--- src/rtl/pending_encoder8to3.sv ---
// Sequential 8-to-3 encoder: request lines latch into a pending register and
// drain one binary index per accepted transfer, in fixed priority order, over valid/ready.
module pending_encoder8to3 #(
  parameter int PRIORITY_HIGH = 1
) (
  input  logic       clk,
  input  logic       rst,
  input  logic [7:0] req,
  input  logic       ready,
  output logic [2:0] Y,
  output logic       valid,
  output logic [7:0] pending,
  output logic [3:0] count,
  output logic       overflow
);

  logic [7:0] p_q;
  logic [7:0] p_d;
  logic [2:0] sel;
  logic       slot_free;
  logic       load;
  logic [7:0] load_mask;
  logic [7:0] slot_mask;
  logic [7:0] dup;

  // Later loop iterations win, so walk from lowest to highest priority.
  always_comb begin
    int unsigned idx;
    sel = '0;
    idx = 0;
    for (int unsigned i = 0; i < 8; i++) begin
      idx = (PRIORITY_HIGH != 0) ? i : 7 - i;
      if (p_q[idx]) sel = 3'(idx);
    end
  end

  always_comb begin
    slot_free = !valid || ready;
    load      = slot_free && (p_q != '0);
    load_mask = load ? (8'b1 << sel) : '0;
    slot_mask = (valid && !ready) ? (8'b1 << Y) : '0;
    dup       = req & ((p_q & ~load_mask) | slot_mask);
    // A request matching a stalled slot index merges into the slot, not into P.
    p_d       = (req & ~slot_mask) | (p_q & ~load_mask);
  end

  always_comb begin
    count = '0;
    for (int unsigned i = 0; i < 8; i++) begin
      count = count + 4'(p_q[i]);
    end
  end

  assign pending = p_q;

  always_ff @(posedge clk or posedge rst) begin
    if (rst) begin
      p_q      <= '0;
      Y        <= '0;
      valid    <= 1'b0;
      overflow <= 1'b0;
    end else begin
      p_q      <= p_d;
      overflow <= |dup;
      if (load) begin
        Y     <= sel;
        valid <= 1'b1;
      end else if (slot_free) begin
        valid <= 1'b0;
      end
    end
  end

endmodule

--- config.mk ---
export PLATFORM = sky130hd
export DESIGN_NAME = pending_encoder8to3
export DESIGN_NICKNAME = d
export VERILOG_FILES = /design/src/rtl/pending_encoder8to3.sv
export SDC_FILE = /design/constraint.sdc
export NUM_CORES = 1
export LEC_CHECK = 0
export CORE_MARGIN = 3
export CORE_UTILIZATION = 47
export DETAILED_ROUTE_END_ITERATION = 10
export MAX_ROUTING_LAYER = met4
export PLACE_DENSITY = 0.84
export SETUP_SLACK_MARGIN = 0.05
export SYNTH_ARGS = -nofsm -noshare
export SYNTH_HDL_FRONTEND = slang
export SYNTH_SLANG_ARGS = --single-unit
--- constraint.sdc ---
create_clock -name clk -period 4.9 [get_ports clk]
set_input_delay 1.225 -clock clk [delete_from_list [all_inputs] [get_ports clk]]
set_output_delay 1.225 -clock clk [all_outputs]
set_load 0.05 [all_outputs]
==> results of run 1 <==
## cell type report
cell class              instances  share of cell area, %
well taps                      27                   2.57
flip-flops and latches         13                   24.8
repair buffers                 27                   21.4
inverters                      20                   5.72
clock buffers                   4                   2.00
multi-input cells              74                   43.6
## state kept, by name, indices dropped and copies added (netlist names)
register and cells:
pending 8, overflow 1, Y 3, valid 1
## worst register-to-register path, stage by stage, from the launching register on
cell       delay, ns
dfrtp_1         0.51
inv_1           0.12
ha_1            0.25
or3_1           0.40
o31ai_4         0.24
a2bb2oi_2       0.14
nand4_1         0.10
## power by group through the flow
stage / combinational, mW / sequential [mW] / clock (mW)
after CTS: 0.139 / 0.122 / 0.0680
after detailed placement: 0.139 / 0.124 / 0
after floorplan: 0.0781 / 0.133 / 0
final: 0.138 / 0.123 / 0.0681
after global routing: 0.147 / 0.123 / 0.0721
after global placement: 0.134 / 0.124 / 0
## synth_stat cells (2+ instances only)
cell type  count  area share (%)
a21oi_1        3             1.5
a31oi_1        5             3.1
or3_1          2             1.3
o21ai_0        9             4.5
fa_1           4             8.1
nor2_1         5             1.9
nand3_1        4             2.0
nand2_1        6             2.3
and3_1         3             1.9
dfrtp_1       13              33
ha_1           4             5.0
buf_2          2             1.0
nor2b_1        3             1.9
o21bai_1       2             1.5
inv_1         20             7.6
clkbuf_1       3             1.1
nor3_1         2             1.0
nand4_1        3             1.9
## through the flow
step | std cells | total power [mW]
after global routing | 165 | 0.342
after floorplan | 112 | 0.211
after CTS | 165 | 0.329
after detailed placement | 161 | 0.263
after global placement | 161 | 0.258
final | 165 | 0.328
## metal layers
metal	global-route usage [%]	up-vias
met5	-	-
met2	36.4	61
met3	1.43	8
met1	27.9	448
met4	7.86	0
li1	-	442
## worst max-delay path by stage
stage,from,endpoint,slack (ns)
after floorplan,pending[1],count[2],0.06
final,pending[1],count[0],0.27
after CTS,pending[1],count[3],0.12
after detailed placement,pending[1],count[3],0.42
after global routing,pending[1],count[0],0.15
after global placement,pending[1],count[3],0.56
## logic make-up after synthesis
family	after synthesis	share of synthesized area (%)
AO/OA/AOI/OAI	29	21.0
buffers and inverters	25	9.70
multiplexers	2	2.14
flip-flops	13	32.7
XOR/XNOR	1	0.882
AND/OR/NAND/NOR	34	20.4
adder cells (fa/ha/maj)	8	13.1
==> run metrics, run 1 <==
DRT iter0 DRCs=38; flip-flop and latch area=between 300 and 400 µm²; routed vias=~960; Final Max Tran Viols=0; RSZ-0062 raised after global routing=false; WP data arrival=around 3.4 ns; CTS tree=built; core area=1980 µm²; htree depth=1; Hold Crit Class=reg -> reg; peak supply drop=0.166 mV; Critical path buffers and inverters=3; yosys warns=0; crit path time final=roughly 4.6 ns; worst reg2reg endpoint=overflow; ratio of cells with drive above 1 in the final layout=approximately 8.0%; num rows=16; CTS sink count=13; Netlist cell types=37; CP Class=reg -> out; P&R area growth vs syn=32.1%; CP required=around 3.7 ns; Pwr per Cell Area=about 250 nW/µm²; slew at the pin closest to its max-slew limit=around 0.74 ns; status=completed; Mapped Nets=around 130; TritonRoute pass-1 iters=4; Setup Viol. Count Final=0; length of routed wiring on met1=just over 1000 µm; drt wl/cell=about 16 µm; worst setup margin=~0.27 ns; Fmax achieved=between 0.2 and 0.25 GHz; hold_ws=0.671 ns; Port Buf Inserts=27; Worst R2R Path Depth=6; Slew HR=roughly half; Post-Synthesis Cells=roughly 110; clk slew on worst S/H paths=around 0.09 ns; setup bufs post-CTS=0; Max-Cap Viols=0; Place WS=0.424 ns; commonest non-fill, non-tap cells in the layout=clkdlybuf4s50_1 (24), inv_1 (20), dfrtp_1 (13); Clock Power Share=between 20% and 30%; register share of total power=a little under two fifths; I/O Pins=28; TNS Setup=0 ns; post_cts resized=0; DRT Wirelength=~2600 µm; nets=about 160; global route overflow=0; Worst Setup End Kind=output pin; Slowest-stage cell, CP=clkdlybuf4s50_1; clock skew=0.00896 ns; end-of-flow core utilization=66.2%; WHS Endpoint=pending[4]; fill count=166; placed instance area=between 1000 and 1500 µm²; Detail Route Antenna Nets=0; switching pwr=about 0.13 mW; primary flip-flop cell chosen by synthesis mapping=dfrtp_1; multi-input combinational cell area=between 500 and 600 µm²; Clock Path Buffers=2; crit path max fanout=7; CP delay by family, top=adder cells; register area share after synthesis=about a third; DR DRC count=0; hold_buf cts=0; uppermost layer routed=met4; first-pass GRT wire length=~4300 µm; number of global-route vias before repair=just under 1000; critical path's largest stage delay=around 0.8 ns; Die H=~52 µm; Synth Register Bits=13; leakage=about 0.61 nW; Most Frequent Cell on Critical Path=fa_1; period utilization=a little over nine tenths; hold depth=2; die extent in x=52.0 µm; critical-path cell list=fa_1, inv_1, fa_1, fa_1, inv_1, ha_1, clkdlybuf4s50_1; P_int=approximately 0.19 mW; r2r setup slk=around 3 ns; Hold Crit Start=pending[4]; Post-Layout Inst Area=~1300 µm²; clk root buf=clkbuf_4; FFs w/ async S/R, synth=100%; initial antenna violation count=0; largest net degree at the start of global routing=14; mean post-synth cell area=8.87 µm²; routed wl met2=1280 µm; n_diodes=0; effective utilization at floorplan=50.1%; TritonCTS Buffers=3; die area=~2700 µm²; commonest non-fill, non-tap cell in the layout=clkdlybuf4s50_1; met3 wire length=221 µm; clock latency on the worst-skew pair=between 0.2 and 0.3 ns; switching share of power=40.7%; CP Depth=7; routability cong.=0.884; r2r startpoint=pending[1]; Vias/cell=roughly 5.8; dpl hpwl=between 2000 and 2500 µm; EDFF count, synth=0; logic gate share of total power=between 40% and 50%; all-layer global routing usage=between 20% and 30%; synthesized cell area=between 900 and 1000 µm²; Worst Setup Start Kind=register; Final Hold Viols=0
(Power assumes the default switching activity.)
==> run 2, diff against run 1 <==
--- a/config.mk
+++ b/config.mk
@@ -8,6 +8,7 @@
 export CORE_MARGIN = 3
 export CORE_UTILIZATION = 47
 export DETAILED_ROUTE_END_ITERATION = 10
+export HOLD_SLACK_MARGIN = 0.06
 export MAX_ROUTING_LAYER = met4
 export PLACE_DENSITY = 0.84
 export SETUP_SLACK_MARGIN = 0.05
==> results of run 2 <==
The final DEF is identical to that of run 1; final timing and power are the same.
==> run 3, diff against run 2 <==
--- a/config.mk
+++ b/config.mk
@@ -12,6 +12,7 @@
 export MAX_ROUTING_LAYER = met4
 export PLACE_DENSITY = 0.84
 export SETUP_SLACK_MARGIN = 0.05
+export SLEW_MARGIN = 20
 export SYNTH_ARGS = -nofsm -noshare
 export SYNTH_HDL_FRONTEND = slang
 export SYNTH_SLANG_ARGS = --single-unit
==> results of run 3 <==
The final DEF is identical to that of run 1; final timing and power are the same.
